<file path="src/rtl/cr16_run_ctrl.sv">
`default_nettype none
// ============================================================================
// Module   : cr16_run_ctrl
// Purpose  : Run/debug controller for the CR16 core. It provides a BRAM
//            warm-up delay after reset, free-run and single-step execution,
//            a PC breakpoint, a permanent halt above a maximum PC, a
//            saturating enabled-cycle counter and the 7-segment display mux.
//            The CR16 clock runs ungated; only I_ENABLE is controlled.
// Ports    : I_CLK, I_NRESET        - clock, asynchronous active-low reset
//            I_STEP_MODE            - 1 = single-step, 0 = free-run
//            I_STEP, I_RUN          - level inputs, rising edge acts
//            I_BREAK_EN/ADDR        - PC breakpoint
//            I_DISPLAY_SEL          - 0 = PC/result (mem B in HALT), 1 = count
//            I_PC, I_RESULT_BUS     - CR16 status
//            I_MEM_DATA_B           - BRAM port B read data
//            O_CR16_ENABLE          - CR16 enable
//            O_STATE                - WARMUP=0 RUN=1 PAUSE=2 STEP=3 HALT=4
//            O_HALTED               - high in HALT
//            O_CYCLE_COUNT          - cycles with O_CR16_ENABLE high
//            O_DISPLAY_BITS         - nibbles for the hex digit drivers
// Revision : 1.0 - initial release
// ============================================================================
module cr16_run_ctrl #(
    parameter int P_PC_WIDTH        = 16,
    parameter int P_DATA_WIDTH      = 16,
    parameter int P_NUM_DIGITS      = 6,
    parameter int P_COLD_CLK_CYCLES = 2,
    parameter int P_MAX_PC          = 32,
    parameter int P_COUNT_WIDTH     = 24
) (
    input  logic                      I_CLK,
    input  logic                      I_NRESET,
    input  logic                      I_STEP_MODE,
    input  logic                      I_STEP,
    input  logic                      I_RUN,
    input  logic                      I_BREAK_EN,
    input  logic [P_PC_WIDTH-1:0]     I_BREAK_ADDR,
    input  logic                      I_DISPLAY_SEL,
    input  logic [P_PC_WIDTH-1:0]     I_PC,
    input  logic [P_DATA_WIDTH-1:0]   I_RESULT_BUS,
    input  logic [P_DATA_WIDTH-1:0]   I_MEM_DATA_B,
    output logic                      O_CR16_ENABLE,
    output logic [2:0]                O_STATE,
    output logic                      O_HALTED,
    output logic [P_COUNT_WIDTH-1:0]  O_CYCLE_COUNT,
    output logic [4*P_NUM_DIGITS-1:0] O_DISPLAY_BITS
);

    localparam int DISP_W = 4 * P_NUM_DIGITS;
    localparam int PC_SHOWN_W = DISP_W - P_DATA_WIDTH;
    localparam int WARM_W = (P_COLD_CLK_CYCLES > 1) ? $clog2(P_COLD_CLK_CYCLES) : 1;

    localparam logic [WARM_W-1:0]        WARM_LAST = WARM_W'(P_COLD_CLK_CYCLES - 1);
    localparam logic [WARM_W-1:0]        WARM_ONE  = WARM_W'(1);
    localparam logic [P_PC_WIDTH-1:0]    MAX_PC    = P_PC_WIDTH'(P_MAX_PC);
    localparam logic [P_COUNT_WIDTH-1:0] CNT_ONE   = P_COUNT_WIDTH'(1);
    localparam logic [P_COUNT_WIDTH-1:0] CNT_MAX   = '1;

    typedef enum logic [2:0] {
        ST_WARMUP = 3'd0,
        ST_RUN    = 3'd1,
        ST_PAUSE  = 3'd2,
        ST_STEP   = 3'd3,
        ST_HALT   = 3'd4
    } state_t;

    state_t                   state_q, state_d;
    logic [WARM_W-1:0]        warm_q, warm_d;
    logic [P_COUNT_WIDTH-1:0] cnt_q;
    logic                     brk_mask_q, brk_mask_d;
    logic                     step_prev_q, run_prev_q;

    logic halt_max;
    logic brk;
    logic step_pulse;
    logic run_pulse;
    logic enable;

    assign halt_max   = (I_PC > MAX_PC);
    // The mask lets execution leave the breakpoint PC after a resume.
    assign brk        = I_BREAK_EN & (I_PC == I_BREAK_ADDR) & ~brk_mask_q;
    assign step_pulse = I_STEP & ~step_prev_q;
    assign run_pulse  = I_RUN & ~run_prev_q;

    always_ff @(posedge I_CLK or negedge I_NRESET) begin
        if (!I_NRESET) begin
            state_q     <= ST_WARMUP;
            warm_q      <= '0;
            brk_mask_q  <= 1'b0;
            step_prev_q <= 1'b0;
            run_prev_q  <= 1'b0;
            cnt_q       <= '0;
        end else begin
            state_q     <= state_d;
            warm_q      <= warm_d;
            brk_mask_q  <= brk_mask_d;
            step_prev_q <= I_STEP;
            run_prev_q  <= I_RUN;
            if (enable && (cnt_q != CNT_MAX)) begin
                cnt_q <= cnt_q + CNT_ONE;
            end
        end
    end

    always_comb begin
        state_d    = state_q;
        warm_d     = warm_q;
        brk_mask_d = brk_mask_q;
        enable     = 1'b0;
        case (state_q)
            ST_WARMUP: begin
                if (warm_q == WARM_LAST) begin
                    state_d = I_STEP_MODE ? ST_PAUSE : ST_RUN;
                end else begin
                    warm_d = warm_q + WARM_ONE;
                end
            end
            ST_RUN: begin
                // Enable drops in the very cycle the stop condition is seen,
                // so the offending instruction is never executed.
                enable     = ~halt_max & ~brk;
                brk_mask_d = 1'b0;
                if (halt_max) begin
                    state_d = ST_HALT;
                end else if (brk || I_STEP_MODE) begin
                    state_d = ST_PAUSE;
                end
            end
            ST_PAUSE: begin
                if (halt_max) begin
                    state_d = ST_HALT;
                end else if (step_pulse) begin
                    state_d = ST_STEP;
                end else if (run_pulse && !I_STEP_MODE) begin
                    state_d    = ST_RUN;
                    brk_mask_d = 1'b1;
                end
            end
            ST_STEP: begin
                enable  = ~halt_max;
                state_d = halt_max ? ST_HALT : ST_PAUSE;
            end
            ST_HALT: begin
                state_d = ST_HALT;
            end
            default: begin
                state_d = ST_WARMUP;
            end
        endcase
    end

    assign O_CR16_ENABLE = enable;
    assign O_STATE       = state_q;
    assign O_HALTED      = (state_q == ST_HALT);
    assign O_CYCLE_COUNT = cnt_q;

    // Display sources, each fitted to the display width.
    logic [DISP_W-1:0] disp_pc_res;
    logic [DISP_W-1:0] disp_mem;
    logic [DISP_W-1:0] disp_cnt;

    generate
        if (PC_SHOWN_W == 0) begin : g_pr_res_only
            assign disp_pc_res = I_RESULT_BUS;
        end else if (PC_SHOWN_W <= P_PC_WIDTH) begin : g_pr_pc_trunc
            assign disp_pc_res = {I_PC[PC_SHOWN_W-1:0], I_RESULT_BUS};
        end else begin : g_pr_pc_ext
            assign disp_pc_res = {{(PC_SHOWN_W-P_PC_WIDTH){1'b0}}, I_PC, I_RESULT_BUS};
        end

        if (DISP_W == P_DATA_WIDTH) begin : g_mem_exact
            assign disp_mem = I_MEM_DATA_B;
        end else begin : g_mem_ext
            assign disp_mem = {{(DISP_W-P_DATA_WIDTH){1'b0}}, I_MEM_DATA_B};
        end

        if (DISP_W <= P_COUNT_WIDTH) begin : g_cnt_trunc
            assign disp_cnt = cnt_q[DISP_W-1:0];
        end else begin : g_cnt_ext
            assign disp_cnt = {{(DISP_W-P_COUNT_WIDTH){1'b0}}, cnt_q};
        end
    endgenerate

    always_comb begin
        O_DISPLAY_BITS = disp_pc_res;
        if (I_DISPLAY_SEL) begin
            O_DISPLAY_BITS = disp_cnt;
        end else if (state_q == ST_HALT) begin
            O_DISPLAY_BITS = disp_mem;
        end
    end

endmodule
`default_nettype wire

</file>
<file path="config.mk">
export PLATFORM = sky130hd
export DESIGN_NAME = cr16_run_ctrl
export DESIGN_NICKNAME = d
export VERILOG_FILES = /design/src/rtl/cr16_run_ctrl.sv
export SDC_FILE = /design/constraint.sdc
export NUM_CORES = 1
export LEC_CHECK = 0
export CAP_MARGIN = 30
export CORE_ASPECT_RATIO = 0.75
export CORE_MARGIN = 2
export CORE_UTILIZATION = 42
export DETAILED_ROUTE_END_ITERATION = 7
export PLACE_DENSITY = 0.88
export SKIP_CTS_REPAIR_TIMING = 1
export SYNTH_ARGS = -nofsm -noshare
export SYNTH_HDL_FRONTEND = slang
export SYNTH_SLANG_ARGS = --single-unit
</file>
<file path="constraint.sdc">
create_clock -name I_CLK -period 3.6 [get_ports I_CLK]
set_input_delay 0.72 -clock I_CLK [delete_from_list [all_inputs] [get_ports I_CLK]]
set_output_delay 0.72 -clock I_CLK [all_outputs]
set_load 0.02 [all_outputs]
</file>
==> results of run 1 <==
cells in the final DEF, fill, tap and decap left out, types with 2 or more instances in the layout:
cell type,n
o21ai_0,27
o211ai_1,2
clkdlybuf4s50_1,122
nor4b_1,2
clkbuf_8,5
and3_1,3
dfrtp_1,31
nor2b_1,2
mux2i_1,16
xnor2_1,6
nor3b_1,3
clkbuf_1,2
nand4_1,10
inv_1,4
nor2_1,19
buf_4,9
nor3_1,11
nor4_1,10
nand3_1,10
buf_12,2
nand2_1,52
or3_1,2
a21oi_1,2
xor2_1,31
path summary, 6_finish.rpt:
kind / depth (start not counted) / startpoint / endpoint / slack [ns]
setup / recovery: 6 / O_STATE[1]$_DFFE_PN0P_ / O_DISPLAY_BITS[7] / 0.36
max in group asynchronous: 2 / I_NRESET / O_CYCLE_COUNT[7]$_DFFE_PN0P_ / 2.47
setup reg to reg: 6 / O_CYCLE_COUNT[15]$_DFFE_PN0P_ / O_CYCLE_COUNT[1]$_DFFE_PN0P_ / 1.36
hold reg to reg: 1 / warm_q$_DFFE_PN0N_ / warm_q$_DFFE_PN0N_ / 0.50
min in group asynchronous: 2 / I_NRESET / O_CYCLE_COUNT[19]$_DFFE_PN0P_ / 0.83
hold / removal: 1 / warm_q$_DFFE_PN0N_ / warm_q$_DFFE_PN0N_ / 0.50
state kept, by name (all words and copies together), names as in the netlist:
signal         count
O_CYCLE_COUNT     24
step_prev_q        1
O_STATE            3
brk_mask_q         1
run_prev_q         1
warm_q             1
power groups by stage:
stage               registers, W  logic (W)  clock network (W)
global route            0.000350   0.000186           0.000282
global placement        0.000356   0.000170                  0
finish                  0.000350   0.000174           0.000265
floorplan               0.000356  0.0000490                  0
detailed placement      0.000356   0.000173                  0
CTS                     0.000350   0.000173           0.000267
critical path, stage by stage, from the launching register on:
cell and delay (ns):
dfrtp_1 0.52, nor2_1 0.23, nand2_1 0.30, buf_12 0.28, mux2i_1 0.12, o21ai_0 0.15, clkdlybuf4s50_1 0.63
kinds of logic after synthesis:
kind of cell    after synthesis  synth area share
xor+xnor                     37             0.144
flops                        31             0.344
buf+inv                      16            0.0305
mux                          17            0.0760
fa+ha+maj                     1           0.00555
simple gates                135             0.304
compound gates               36            0.0966
through the flow:
| stage | setup slack [ns] | util | total power, W | std cells | hold slack, ns |
|---|---|---|---|---|---|
| final | 0.363 | 0.706 | 0.000788 | 478 | 0.502 |
| after global placement | 0.0623 | 0.690 | 0.000526 | 470 | 0.477 |
| after CTS | 0.0375 | 0.705 | 0.000790 | 478 | 0.500 |
| after floorplan | 0.851 | - | 0.000405 | 273 | 0.424 |
| after global routing | 0.222 | 0.706 | 0.000818 | 478 | 0.517 |
| after detailed placement | 0.0460 | 0.690 | 0.000529 | 470 | 0.484 |
metal layers:
metal	GRT usage	wire length [um]	up-vias	part of all wire
met5	0	0	-	0
met4	0.0701	65	0	0.0093
met3	0.0795	622	6	0.089
met2	0.380	3180	104	0.46
met1	0.321	3080	1170	0.44
li1	-	-	1221	-
cell type report:
cell class / count / area, um2 / area share
flip-flops and latches: 31 / 776 / 0.209
clock inverters: 1 / 5.00 / 0.00135
well taps: 75 / 93.8 / 0.0252
inverters: 4 / 15.0 / 0.00404
repair buffers: 134 / 1340 / 0.361
clock buffers: 7 / 76.3 / 0.0205
multi-input cells: 226 / 1410 / 0.379
==> results.cfg, run 1 <==
[outcome]
status = complete, no violations

[worst_setup_path]
startpoint_type = flip-flop
critPathRequiredTime_ns = 2.88
crit_type = flip-flop to output port
worstPathMaxFanout = 20
cp-end-kind = output port
arrival_ns = 2.52

[finish]
drive_gt1_frac = 0.0645
fill_cells = 419
antenna-diode-count = 0
syn2layout_area_growth_pct = 64.9
final_nets = 474
final_area_um2 = 3720

[route]
drtAntennaViolNets = 0
first_iter_violations = 123
drt_pass1_iterations = 4
wl_um = 6950
drt-wirelength-per-cell_um = 14.5
drc = 0
vias = 2501
vias_per_cell = 5.23

[synthesis]
yosysSeqAreaShare = 0.344
synth.area.top_cells = dfrtp_1, xor2_1, nand2_1, mux2i_1, o21ai_0
ys.flop_type = dfrtp_1
syn_area_um2 = 2250
synth.most_common_cell = nand2_1
syn_avg_cell_area_um2 = 8.26
syn-num-nets = 345
synth_edf_count = 0
synth_top_cell_by_area = dfrtp_1
yosysUniqueCellTypes = 40
synth_top_cell_area_share = 0.344
synth_cells = 273
ys_async_sr_fraction = 1.00
synthTopCellsByCount = nand2_1, dfrtp_1, xor2_1
ys_ff_latch = 31
ys_warn_count = 0

[pwr]
p_clk_frac = 0.336
peakVddDrop_uv = 191
swShare = 0.253
p_leak_nw = 1.44
switching_power_w = 0.000199
p_seq_frac = 0.444
pwr-share-comb = 0.220
power_density_nw_per_um2 = 212
p_int_w = 0.000589

[min_path]
min_path_type = flip-flop to flip-flop

[placement]
dp.final_hpwl_um = 5540
io_buffers = 123
post_dp_cell_area_um2 = 3630
gp_congestion = 0.906

[floorplan]
die_x_um = 88.6
fp.dieArea_um2 = 5980
core_um2 = 5270
io_pins = 124
start_util = 0.428
fp.dieH_um = 67.5
rows = 23

[cts]
ctsRootBufferMaster = clkbuf_8
clockBufferDepth = 2
path_clk_slew_ns = 0.06
numCtsBuffers = 5
clk_latency_ns = 0.29
cts_max_level = 2
cts_sinks = 31
cts_tree = built

[global_routing]
grt_start_max_net_pins = 49
grt_antenna_before_repair = 0
grt_pass1_wl_um = 11000
grt_pass1_vias = 2350
grt_usage = 0.242
grt.overflow.total = 0

[sta]
period_share = 0.899
finalSetupViolations = 0
max-slew-margin-rel = 0.720
max_slew.worst_pin.slew_ns = 0.418
finalCriticalPeriod_ns = 3.24
hold_viol_final = 0
maxSlewViolCount = 0
finalSetupTns_ns = 0
finalClockSkew_ns = 0.00474
max_freq_ghz = 0.309
rsz0062_at_grt = false

[run]
maxCapViolations = 0
Power figures use the tool's default switching activity.
==> inputs of run 2 (changes only) <==
--- a/config.mk
+++ b/config.mk
@@ -5,10 +5,11 @@
 export SDC_FILE = /design/constraint.sdc
 export NUM_CORES = 1
 export LEC_CHECK = 0
-export CAP_MARGIN = 30
+export CAP_MARGIN = 40
 export CORE_ASPECT_RATIO = 0.75
 export CORE_MARGIN = 2
 export CORE_UTILIZATION = 42
+export CTS_CLUSTER_SIZE = 16
 export DETAILED_ROUTE_END_ITERATION = 7
 export PLACE_DENSITY = 0.88
 export SKIP_CTS_REPAIR_TIMING = 1
==> results of run 2 <==
No change in the layout: final DEF, timing and power equal those of run 1.
